$ cat src/rtl/id_ex_stage_pkg.sv
`default_nettype none
// +----------------------------------------------------------------------------+
// | id_ex_stage_pkg                                                            |
// | Shared pipeline widths, ALU op encodings and the packed control word.      |
// | Revision: 1.0                                                              |
// +----------------------------------------------------------------------------+
package id_ex_stage_pkg;

  localparam int DEF_DATA_W   = 32;
  localparam int DEF_REG_AW   = 5;
  localparam int DEF_ALU_OP_W = 4;

  localparam logic [DEF_ALU_OP_W-1:0] ALU_AND = 4'd0;
  localparam logic [DEF_ALU_OP_W-1:0] ALU_OR  = 4'd1;
  localparam logic [DEF_ALU_OP_W-1:0] ALU_ADD = 4'd2;
  localparam logic [DEF_ALU_OP_W-1:0] ALU_SUB = 4'd6;
  localparam logic [DEF_ALU_OP_W-1:0] ALU_SLT = 4'd7;
  localparam logic [DEF_ALU_OP_W-1:0] ALU_NOR = 4'd12;

  typedef struct packed {
    logic                    reg_write;
    logic                    mem_read;
    logic                    mem_write;
    logic                    mem_to_reg;
    logic                    alu_src;
    logic                    branch;
    logic [DEF_ALU_OP_W-1:0] alu_op;
  } ctrl_t;

  localparam ctrl_t CTRL_BUBBLE = '0;

endpackage
`default_nettype wire

$ cat src/rtl/id_ex_stage_operand_bypass.sv
`default_nettype none
// +----------------------------------------------------------------------------+
// | operand_bypass                                                             |
// | Register 0 forcing and same-cycle write-back bypass for one source.        |
// | Revision: 1.0                                                              |
// +----------------------------------------------------------------------------+
module operand_bypass
  import id_ex_stage_pkg::*;
#(
  parameter int DATA_W = DEF_DATA_W,
  parameter int REG_AW = DEF_REG_AW
) (
  input  logic [REG_AW-1:0] addr,
  input  logic [DATA_W-1:0] rf_data,
  input  logic              wb_reg_write,
  input  logic [REG_AW-1:0] wb_write_reg,
  input  logic [DATA_W-1:0] wb_write_data,
  output logic [DATA_W-1:0] operand
);

  logic w_addr_zero;
  logic w_wb_hit;

  assign w_addr_zero = (addr == '0);
  assign w_wb_hit    = wb_reg_write && (wb_write_reg != '0) && (wb_write_reg == addr);

  always_comb begin
    operand = rf_data;
    if (w_addr_zero) begin
      operand = '0;
    end else if (w_wb_hit) begin
      operand = wb_write_data;
    end
  end

endmodule
`default_nettype wire

$ cat src/rtl/id_ex_stage.sv
`default_nettype none
// +----------------------------------------------------------------------------+
// | id_ex_stage                                                                |
// | ID/EX pipeline register with operand bypass, load-use stall and flush.     |
// | Revision: 1.0                                                              |
// +----------------------------------------------------------------------------+
module id_ex_stage
  import id_ex_stage_pkg::*;
#(
  parameter int DATA_W   = DEF_DATA_W,
  parameter int REG_AW   = DEF_REG_AW,
  parameter int ALU_OP_W = DEF_ALU_OP_W
) (
  input  logic                clk,
  input  logic                rst_n,
  input  logic                id_valid,
  input  logic [REG_AW-1:0]   id_rs,
  input  logic [REG_AW-1:0]   id_rt,
  input  logic [REG_AW-1:0]   id_rd,
  input  logic                id_uses_rt,
  input  logic [15:0]         id_imm16,
  input  logic                id_imm_zext,
  input  logic                id_reg_dst,
  input  logic                id_reg_write,
  input  logic                id_mem_read,
  input  logic                id_mem_write,
  input  logic                id_mem_to_reg,
  input  logic                id_alu_src,
  input  logic                id_branch,
  input  logic [ALU_OP_W-1:0] id_alu_op,
  input  logic [DATA_W-1:0]   rf_read_data1,
  input  logic [DATA_W-1:0]   rf_read_data2,
  input  logic                wb_reg_write,
  input  logic [REG_AW-1:0]   wb_write_reg,
  input  logic [DATA_W-1:0]   wb_write_data,
  input  logic                flush,
  output logic                stall,
  output logic                ex_valid,
  output logic [REG_AW-1:0]   ex_rs,
  output logic [REG_AW-1:0]   ex_rt,
  output logic [REG_AW-1:0]   ex_dest,
  output logic [DATA_W-1:0]   ex_data1,
  output logic [DATA_W-1:0]   ex_data2,
  output logic [DATA_W-1:0]   ex_imm,
  output logic                ex_reg_write,
  output logic                ex_mem_read,
  output logic                ex_mem_write,
  output logic                ex_mem_to_reg,
  output logic                ex_alu_src,
  output logic                ex_branch,
  output logic [ALU_OP_W-1:0] ex_alu_op,
  output logic [31:0]         stall_count
);

  logic [DATA_W-1:0] w_op1;
  logic [DATA_W-1:0] w_op2;
  logic [DATA_W-1:0] w_imm;
  logic [REG_AW-1:0] w_dest;
  logic              w_hazard;
  logic              w_load;
  ctrl_t             w_id_ctrl;

  logic              r_ex_valid;
  logic [REG_AW-1:0] r_ex_rs;
  logic [REG_AW-1:0] r_ex_rt;
  logic [REG_AW-1:0] r_ex_dest;
  logic [DATA_W-1:0] r_ex_data1;
  logic [DATA_W-1:0] r_ex_data2;
  logic [DATA_W-1:0] r_ex_imm;
  ctrl_t             r_ex_ctrl;
  logic [31:0]       r_stall_count;

  operand_bypass #(.DATA_W(DATA_W), .REG_AW(REG_AW)) u_bypass_rs (
    .addr          (id_rs),
    .rf_data       (rf_read_data1),
    .wb_reg_write  (wb_reg_write),
    .wb_write_reg  (wb_write_reg),
    .wb_write_data (wb_write_data),
    .operand       (w_op1)
  );

  operand_bypass #(.DATA_W(DATA_W), .REG_AW(REG_AW)) u_bypass_rt (
    .addr          (id_rt),
    .rf_data       (rf_read_data2),
    .wb_reg_write  (wb_reg_write),
    .wb_write_reg  (wb_write_reg),
    .wb_write_data (wb_write_data),
    .operand       (w_op2)
  );

  assign w_dest = id_reg_dst ? id_rd : id_rt;
  assign w_imm  = id_imm_zext ? {{(DATA_W-16){1'b0}}, id_imm16}
                              : {{(DATA_W-16){id_imm16[15]}}, id_imm16};

  assign w_id_ctrl = '{reg_write:  id_reg_write,
                       mem_read:   id_mem_read,
                       mem_write:  id_mem_write,
                       mem_to_reg: id_mem_to_reg,
                       alu_src:    id_alu_src,
                       branch:     id_branch,
                       alu_op:     id_alu_op};

  // A load in EX whose result an ID source needs is not yet available.
  assign w_hazard = r_ex_valid && r_ex_ctrl.mem_read && (r_ex_dest != '0) && id_valid &&
                    ((r_ex_dest == id_rs) || (id_uses_rt && (r_ex_dest == id_rt)));
  assign stall    = w_hazard && !flush;
  assign w_load   = !flush && !w_hazard && id_valid;

  // Bubbles clear only valid and control; data fields hold to avoid needless toggling.
  always_ff @(posedge clk or negedge rst_n) begin
    if (!rst_n) begin
      r_ex_valid <= 1'b0;
      r_ex_rs    <= '0;
      r_ex_rt    <= '0;
      r_ex_dest  <= '0;
      r_ex_data1 <= '0;
      r_ex_data2 <= '0;
      r_ex_imm   <= '0;
      r_ex_ctrl  <= CTRL_BUBBLE;
    end else if (w_load) begin
      r_ex_valid <= 1'b1;
      r_ex_rs    <= id_rs;
      r_ex_rt    <= id_rt;
      r_ex_dest  <= w_dest;
      r_ex_data1 <= w_op1;
      r_ex_data2 <= w_op2;
      r_ex_imm   <= w_imm;
      r_ex_ctrl  <= w_id_ctrl;
    end else begin
      r_ex_valid <= 1'b0;
      r_ex_ctrl  <= CTRL_BUBBLE;
    end
  end

  always_ff @(posedge clk or negedge rst_n) begin
    if (!rst_n) begin
      r_stall_count <= '0;
    end else if (stall) begin
      r_stall_count <= r_stall_count + 32'd1;
    end
  end

  assign ex_valid      = r_ex_valid;
  assign ex_rs         = r_ex_rs;
  assign ex_rt         = r_ex_rt;
  assign ex_dest       = r_ex_dest;
  assign ex_data1      = r_ex_data1;
  assign ex_data2      = r_ex_data2;
  assign ex_imm        = r_ex_imm;
  assign ex_reg_write  = r_ex_ctrl.reg_write;
  assign ex_mem_read   = r_ex_ctrl.mem_read;
  assign ex_mem_write  = r_ex_ctrl.mem_write;
  assign ex_mem_to_reg = r_ex_ctrl.mem_to_reg;
  assign ex_alu_src    = r_ex_ctrl.alu_src;
  assign ex_branch     = r_ex_ctrl.branch;
  assign ex_alu_op     = r_ex_ctrl.alu_op;
  assign stall_count   = r_stall_count;

endmodule
`default_nettype wire

$ cat config.mk
export PLATFORM = sky130hd
export DESIGN_NAME = id_ex_stage
export DESIGN_NICKNAME = d
export VERILOG_FILES = /design/src/rtl/id_ex_stage_pkg.sv /design/src/rtl/id_ex_stage_operand_bypass.sv /design/src/rtl/id_ex_stage.sv
export SDC_FILE = /design/constraint.sdc
export NUM_CORES = 1
export LEC_CHECK = 0
export CAP_MARGIN = 20
export CORE_MARGIN = 5
export CORE_UTILIZATION = 39
export DETAILED_ROUTE_END_ITERATION = 7
export GPL_ROUTABILITY_DRIVEN = 0
export HOLD_SLACK_MARGIN = 0.03
export PLACE_DENSITY = 0.77
export SETUP_SLACK_MARGIN = 0.02
export SLEW_MARGIN = 10
export SYNTH_ARGS = -nofsm -noshare
export SYNTH_HDL_FRONTEND = slang
export SYNTH_HIERARCHICAL = 1
export SYNTH_SLANG_ARGS = --single-unit
$ cat constraint.sdc
create_clock -name clk -period 1.9 [get_ports clk]
set_clock_uncertainty 0.1 [all_clocks]
set_input_delay 0.38 -clock clk [delete_from_list [all_inputs] [get_ports clk]]
set_output_delay 0.38 -clock clk [all_outputs]
set_load 0.01 [all_outputs]
### Word-level counts from Yosys, hierarchy flattened

Index checks and enable logic that the tools add are counted.

* bits in registers: 154
* bits of input ports: 150
* output and inout bits: 155
* logic and storage cells: 46

* add/subtract/negate cells: 1
* eq/ne operators: 4
* multiplexer cells: 8
* reduce and logical (&&, ||, !) cells: 18

Operator list (number)
* two-way mux 32 bit: 5
* adder 32 x 1 -> 32 bit (second input constant): 1
* equality test 5 bit: 4
* logical AND 1 bit: 11
* zero test 5 bit: 2
* two-way mux 10 bit: 1
* nonzero test 5 bit: 2
* two-way mux 5 bit: 1
* zero test 1 bit: 2
* logical OR 1 bit: 1
* two-way mux 1 bit: 1

### Longest topological paths before layout

Gate-level depths: netlist of the first run.

* depth in word-level cells: 8
* depth in mapped cells: 7
* gate-level depth less buffers: 6

### Modules after synthesis

The synthesis of the first run kept the hierarchy.

By module, submodules not included
* id_ex_stage: times used 1, cells an instance 426, area each 5959.5 um^2
* operand_bypass: times used 2, cells an instance 114, area each 724.4 um^2

### Least setup slack after synthesis of the first run

OpenSTA, ideal clock, no wires.

* kind: register to register
* start point: register r_ex_dest[4], in the netlist ex_dest[4]
* end point: register r_stall_count[1], in the netlist stall_count[1]
* setup time: 0.125 ns
* arrival time: 1.760 ns
* data required time: 1.675 ns
* slack: -0.085 ns
* stages on the path, launching flop included: 7
* buffers on the path: 1
* clock period less this slack: 1.985 ns
* cells stage by stage: dfrtp_1 xnor2_1 nand3_1 o22a_1 buf_4 nor3_2 mux2_2

* cells in the longest elaborated chain, start to end: 5

RTL lines
* start: declaration: RTL line id_ex_stage.sv:66 `logic [REG_AW-1:0] r_ex_dest;`
* start signal: assignment: RTL line id_ex_stage.sv:124 `r_ex_dest <= w_dest;`
* equality test 5 bit / nonzero test 5 bit (equally long branches): RTL line id_ex_stage.sv:105, id_ex_stage.sv:104
* logical AND 1 bit, on equally long branches: RTL line id_ex_stage.sv:105, id_ex_stage.sv:104
* logical OR 1 bit / logical AND 1 bit (equally long branches): RTL line id_ex_stage.sv:105, id_ex_stage.sv:104
* logical AND 1 bit (*): RTL line id_ex_stage.sv:104 `assign w_hazard = r_ex_valid && r_ex_ctrl.mem_read && (r_ex_dest != '0) && id_valid &&`
* logical AND 1 bit (*): RTL line id_ex_stage.sv:106 `assign stall = w_hazard && !flush;`
* named net stall: RTL line id_ex_stage.sv:37 `output logic stall,`
* end signal: assignment: RTL line id_ex_stage.sv:139 `r_stall_count <= r_stall_count + 32'd1;`
* end: declaration: RTL line id_ex_stage.sv:71 `logic [31:0] r_stall_count;`

The timed path passes the listed nets; every way through them passes the cells marked *.
A chain may end at the register's enable or synchronous reset.

### Worst setup path after layout of the first run

* start point: register r_ex_dest[1], in the netlist ex_dest[1]
* end point: output stall

* cells in the longest elaborated chain, start to end: 5

RTL lines (RTL line)
* equality test 5 bit / nonzero test 5 bit (equally long branches): id_ex_stage.sv:105, id_ex_stage.sv:104
* logical AND 1 bit, on equally long branches: id_ex_stage.sv:105, id_ex_stage.sv:104
* logical OR 1 bit / logical AND 1 bit (equally long branches): id_ex_stage.sv:105, id_ex_stage.sv:104
* logical AND 1 bit (*): id_ex_stage.sv:104
* logical AND 1 bit (*): id_ex_stage.sv:106
* end: declaration: id_ex_stage.sv:37

Every way passes the cells marked *; elsewhere a longest branch is shown, timed or not.

==> flow_summary.json, run 1 <==
{
  "status": "finished with violations",
  "violations": "setup timing",
  "cp_max_fo": 4,
  "diodes": 0,
  "power_switching_mw": 2.65,
  "grt_max_degree": 35,
  "dr_total_vias": 6554,
  "yosys_warnings": 6,
  "drive_gt1_share_pct": 29.9,
  "fin_util_pct": 70.4,
  "setup_slack_ps": -545,
  "grt_pass1_wl_mm": 39.2,
  "cts_buffer_depth": 2,
  "dp_hpwl_mm": 17.5,
  "clockPowerShare_pct": 36.4,
  "synth_cell_type_count": 37,
  "clock_latency_ps": 420,
  "ys_ff_latch": 139,
  "crit_path_end_kind": "output pin",
  "whs_path_depth": 3,
  "slew_viol_final": 0,
  "first_pass_iters": 4,
  "tightest_slew_ps": 450,
  "synth_common_cells": "dfrtp_1, nand2_1, mux2_2, mux2i_1, inv_1",
  "antenna_left": 0,
  "grt_pass1_vias": 6890,
  "crit_arrival_ps": 1960,
  "min_period_ps": 2440,
  "final_area_um2": 13200,
  "setup_viol": 140,
  "htree_levels": 4,
  "finalHoldViolations": 0,
  "yosysMostFrequentCell": "dfrtp_1",
  "synthFlopType": "dfrtp_1",
  "yosysTopAreaCell": "dfrtp_1",
  "drc_errors": 0,
  "synth_edf_count": 0,
  "syn_to_final_growth_pct": 77.7,
  "finalCritPeriodShare_pct": 129,
  "cts_tree": "done",
  "portBuffers": 304,
  "p_seq_share_pct": 35.7,
  "syn_avg_cell_area_um2": 11.3,
  "antenna_found_initial": 0,
  "fmax_mhz": 409,
  "die_w_um": 148,
  "ir_worst_vdd_uv": 574,
  "place_area_um2": 11200,
  "clockRootBuffer": "clkbuf_16",
  "dr.first_iter.drc_count": 254,
  "combPwrFrac_pct": 28.0,
  "syn_inst": 654,
  "grt_use_total_pct": 23.0,
  "wl_mm": 27.0,
  "wl_per_cell_um": 20.8,
  "synth_top_area_share_pct": 47.0,
  "core_area_um2": 18700,
  "synthArstFlopShare_pct": 100,
  "crit_type": "register to output pin",
  "max-cap-violations": 0,
  "finalSetupTns_ps": -54660,
  "rows": 50,
  "final_nets": 1205,
  "synth_nets": 805,
  "num_io_pins": 305,
  "swShare_pct": 26.8,
  "clk_pin_slew_ps": 60,
  "worstHoldPathType": "primary input to register",
  "initial_utilization_pct": 39.6,
  "power.density_nw_per_um2": 751,
  "cts_made_buffers": 17,
  "cts_sinks": 139,
  "rsz0062_at_grt": "true",
  "slew_headroom_pct": 70.0,
  "synth_area_leaders": "dfrtp_1, mux2_2, mux2i_1",
  "avgViaCountPerCell": 5.04,
  "die_height_um": 148,
  "syn_area_um2": 7410,
  "grt-ovfl-total": 0,
  "setup.worst_path.start_class": "register",
  "p_leak_nw": 7.12,
  "required_ps": 1420,
  "p_int_mw": 7.24,
  "yosysSeqAreaShare_pct": 47.0,
  "die-area_um2": 21900,
  "fillCellCount": 1310,
  "r2r_cells": 9
}
-- layout make-up --
type / instances / area [um2] / share of cell area [%]
repair buffers: 425 / 4510 / 34.2
clock buffers: 19 / 433 / 3.29
multi-input cells: 408 / 4020 / 30.5
flip-flops and latches: 139 / 3490 / 26.5
well taps: 234 / 293 / 2.22
clock inverters: 13 / 191 / 1.45
inverters: 63 / 236 / 1.80
-- layer usage --
metal  part of all wire (%)  global-route usage (%)  vias to the layer above  wire (um)
li1                       -                       -                     2980          -
met1                     39                    26.7                     3272      10600
met2                     51                    40.4                      256      13800
met3                    6.9                    6.87                       46       1860
met4                    2.6                    8.50                        0        715
met5                      0                       0                        -          0
-- path summary, 6_finish.rpt --
check                                     start         endpoint  slack (ps)
worst max-delay path                 ex_dest[1]            stall        -540
worst min-delay path                   id_rs[2]         ex_rs[2]         300
worst max register to register       ex_dest[1]     ex_data1[18]        -510
worst min register to register  stall_count[31]  stall_count[31]         390
max in group asynchronous                 rst_n       ex_dest[3]         780
min in group asynchronous                 rst_n  stall_count[23]         330
-- power by group through the flow --
stage / logic, mW / registers, mW / clock network (mW)
global placement: 2.32 / 3.54 / 0
CTS: 2.58 / 3.51 / 3.64
finish: 2.77 / 3.53 / 3.60
floorplan: 0.755 / 3.70 / 0
global route: 2.91 / 3.57 / 3.80
detailed placement: 2.35 / 3.56 / 0
-- cell families (layout without fill, tap and decap cells) --
family          after synthesis  count (layout)  synth area share [%]
compound gates                6               6                  1.33
simple gates                186             186                  12.9
buf+inv                     107             520                  7.70
fa+ha+maj                     1               1                 0.169
flops                       139             139                  47.0
mux                         166             166                  25.1
xor+xnor                     49              49                  5.79
-- metrics by stage --
step	cells	hold WS, ps	power [mW]	setup slack, ps
floorplan	654	-15.6	4.45	7.99
global placement	1221	214	5.86	-752
detailed placement	1221	216	5.91	-769
CTS	1293	329	9.73	-427
global route	1301	296	10.3	-566
finish	1301	298	9.89	-545
-- layout by cell type, fill, tap and decap left out, types with 7 or more instances in the layout --
cell and count:
dlymetal6s2s_1 18, buf_8 7, nor3_4 16, inv_1 63
dfrtp_2 8, xnor2_1 14, nand2_1 85, buf_6 18
xor2_1 30, dfrtp_1 131, dlygate4sd2_1 43, nand4_1 16
clkbuf_16 20, buf_12 24, mux2i_1 64, nor2_1 11
clkdlybuf4s50_1 240, mux2_2 12, and2_4 10, buf_4 65
nand3_1 9, mux2_4 90
-- repair_timing --
item                                   4_1_cts  5_1_grt
gates resized for setup                    138      121
endpoints found under the hold margin       28        0
setup endpoints to repair                  183      149
pin swaps                                   51       29
buffers inserted                            33       16
cloned                                       9        4
hold buffers                                 1        0
-- worst max-delay path, cell delays in order, from the launching register on --
cell and delay [ps]:
dfrtp_2 480, xnor2_2 230, nand4_1 240, o22a_1 280, nor3_4 170, buf_6 140
Power figures use the tool's default switching activity.
==> run 2: changes to the inputs <==
--- a/config.mk
+++ b/config.mk
@@ -13,6 +13,7 @@
 export HOLD_SLACK_MARGIN = 0.03
 export PLACE_DENSITY = 0.77
 export SETUP_SLACK_MARGIN = 0.02
+export SKIP_LAST_GASP = 1
 export SLEW_MARGIN = 10
 export SYNTH_ARGS = -nofsm -noshare
 export SYNTH_HDL_FRONTEND = slang
==> constraint.sdc (replaced) <==
create_clock -name clk -period 1.9 [get_ports clk]
set_clock_uncertainty 0.1 [all_clocks]
set_input_delay 0.57 -clock clk [delete_from_list [all_inputs] [get_ports clk]]
set_output_delay 0.57 -clock clk [all_outputs]
set_load 0.01 [all_outputs]
==> run 2 against run 1 <==
Largest power group is now registers. Sequential share of layout area grew 0.28 points. Highest routed layer is now met5. First-iteration DRC count up 5.9%. Flip-flop and latch count stayed put. Clock power down 7.2%. Count of clock-buffer cells in the layout is 1 higher. Critical path type unchanged. Register-to-register slack improved by 110 ps. The run still ends with setup timing left. Sequential power hardly changed. Critical path depth unchanged.
==> flow_summary.json, run 2 (synthesis results as in run 1) <==
{
  "num_io_pins": 305,
  "crit_buf_inv": 1,
  "initial_utilization_pct": 39.6,
  "required_ps": 1230,
  "die_w_um": 148,
  "final_nets": 1209,
  "register_area_um2": 3490,
  "worstPathCellList": "xnor2_2, nand4_1, o22a_1, nor3_4, buf_2",
  "fmax_mhz": 399,
  "dr.first_iter.drc_count": 269,
  "core_area_um2": 18700,
  "drc_errors": 0,
  "setup_slack_ps": -608,
  "grt_pass1_wl_mm": 41.0,
  "htree_levels": 4,
  "rows": 50,
  "most-common-layout-cells": "dlygate4sd2_1, clkdlybuf4s50_1, dfrtp_1",
  "cp_max_fo": 4,
  "antenna_left": 0,
  "violations": "setup timing",
  "hold_slack_ps": 365,
  "p_leak_nw": 7.03,
  "worstHoldPathType": "register to register",
  "max-cap-violations": 0,
  "antenna_found_initial": 2,
  "wl_per_cell_um": 20.9,
  "syn_to_final_growth_pct": 75.9,
  "dr_total_vias": 6530,
  "clockRootBuffer": "clkbuf_16",
  "cts_buffer_depth": 2,
  "total_power_mw": 9.44,
  "grt-ovfl-total": 0,
  "die_height_um": 148,
  "setup.worst_path.start_class": "register",
  "clock_latency_ps": 420,
  "slew_headroom_pct": 70.5,
  "critPathTopFamily": "flip-flops",
  "avgViaCountPerCell": 5.00,
  "multi_input_area_um2": 3920,
  "wl_mm": 27.3,
  "crit_path_end_kind": "output pin",
  "finalHoldViolations": 0,
  "fillCellCount": 1362,
  "die-area_um2": 21900,
  "setup_viol": 151,
  "tightest_slew_ps": 441,
  "drive_gt1_share_pct": 33.7,
  "grt_pass1_vias": 7115,
  "crit_arrival_ps": 1840,
  "grt_max_degree": 35,
  "slew_viol_final": 0,
  "power.density_nw_per_um2": 724,
  "final_common_cell": "dlygate4sd2_1",
  "min_period_ps": 2510,
  "rsz0062_at_grt": "true",
  "diodes": 0,
  "status": "finished with violations",
  "grt_use_total_pct": 24.5,
  "max_stage_delay_ps": 480,
  "finalCritPeriodShare_pct": 132,
  "first_pass_iters": 5,
  "ir_worst_vdd_uv": 617,
  "portBuffers": 304,
  "cts_made_buffers": 17,
  "dp_hpwl_mm": 17.6,
  "crit_type": "register to output pin",
  "clk_pin_slew_ps": 60,
  "cp_slowest_cell": "dfrtp_2",
  "cts_sinks": 139,
  "cts_tree": "done"
}
## run 2: cell types whose count changed in the layout (fill, tap and decap cells not counted), sizes merged
| cell | before | now |
|---|---|---|
| bufbuf | 0 | 1 |
| buf | 119 | 147 |
| clkdlybuf4s15 | 0 | 4 |
| inv | 66 | 65 |
| clkinv | 3 | 5 |
| dlymetal6s2s | 18 | 0 |
| bufinv | 4 | 2 |
| dlygate4sd2 | 43 | 142 |
| clkdlybuf4s50 | 240 | 131 |
## run 2: worst register-to-register path, stage by stage, from the launching register on
cell     delay [ps]
dfrtp_2         480
buf_4           170
buf_6           110
nor3_2          130
buf_4           150
a21oi_4          60
a21oi_4         210
buf_8           160
buf_12          140
buf_16          140
mux2_2          330
## run 2: metrics by stage
step / area, um2 / utilization, % / cells / setup WS, ps / TNS [ps]
finish: 13000 / 69.7 / 1305 / -608 / -40510
global route: 13000 / 69.7 / 1305 / -706 / -51010
CTS: 13000 / 69.3 / 1299 / -590 / -40820
detailed placement: 11100 / 59.6 / 1211 / -1180 / -109090
global placement: 11100 / 59.6 / 1211 / -1160 / -108500
floorplan: 7530 / - / 654 / -116 / -6020
## run 2: layer usage
metal / track usage, % / wire (um) / vias up
li1: - / - / 3002
met1: 28.7 / 10700 / 3241
met2: 43.1 / 14000 / 242
met3: 7.48 / 1910 / 43
met4: 7.99 / 729 / 2
met5: 0 / 7 / -
## run 2: cell type report
type	instances	area share [%]
Sequential cell	139	26.8
Multi-Input combinational cell	408	30.1
Inverter	63	1.81
Timing Repair Buffer	429	34.6
Tap cell	234	2.25
Clock inverter	12	1.08
Clock buffer	20	3.43
## run 2: repair_timing
item / 4_1_cts / 5_1_grt
hold buffers: 1 / 0
pin swaps: 36 / 17
gates resized for setup: 394 / 55
endpoints found under the hold margin: 28 / 0
gates cloned: 19 / 1
endpoints found under the setup margin: 294 / 164
buffers inserted: 36 / 19
## run 2: worst paths after layout
check                           startpoint               to  slack [ps]  depth (start not counted)
max                             ex_dest[2]            stall        -610                          5
min                        stall_count[31]  stall_count[31]         360                          1
max reg2reg                     ex_dest[2]      ex_data1[9]        -400                         10
min reg2reg                stall_count[31]  stall_count[31]         360                          1
max in group asynchronous            rst_n       ex_dest[2]         560                          3
min in group asynchronous            rst_n     ex_data2[16]         540                          2
## run 2: power breakdown
| part | switching, mW | leakage [nW] | internal, mW |
|---|---|---|---|
| clock | 1.36 | 0.277 | 1.98 |
| combinational | 1.07 | 5.05 | 1.53 |
| sequential | 0.205 | 1.70 | 3.30 |
| total | 2.63 | 7.03 | 6.81 |
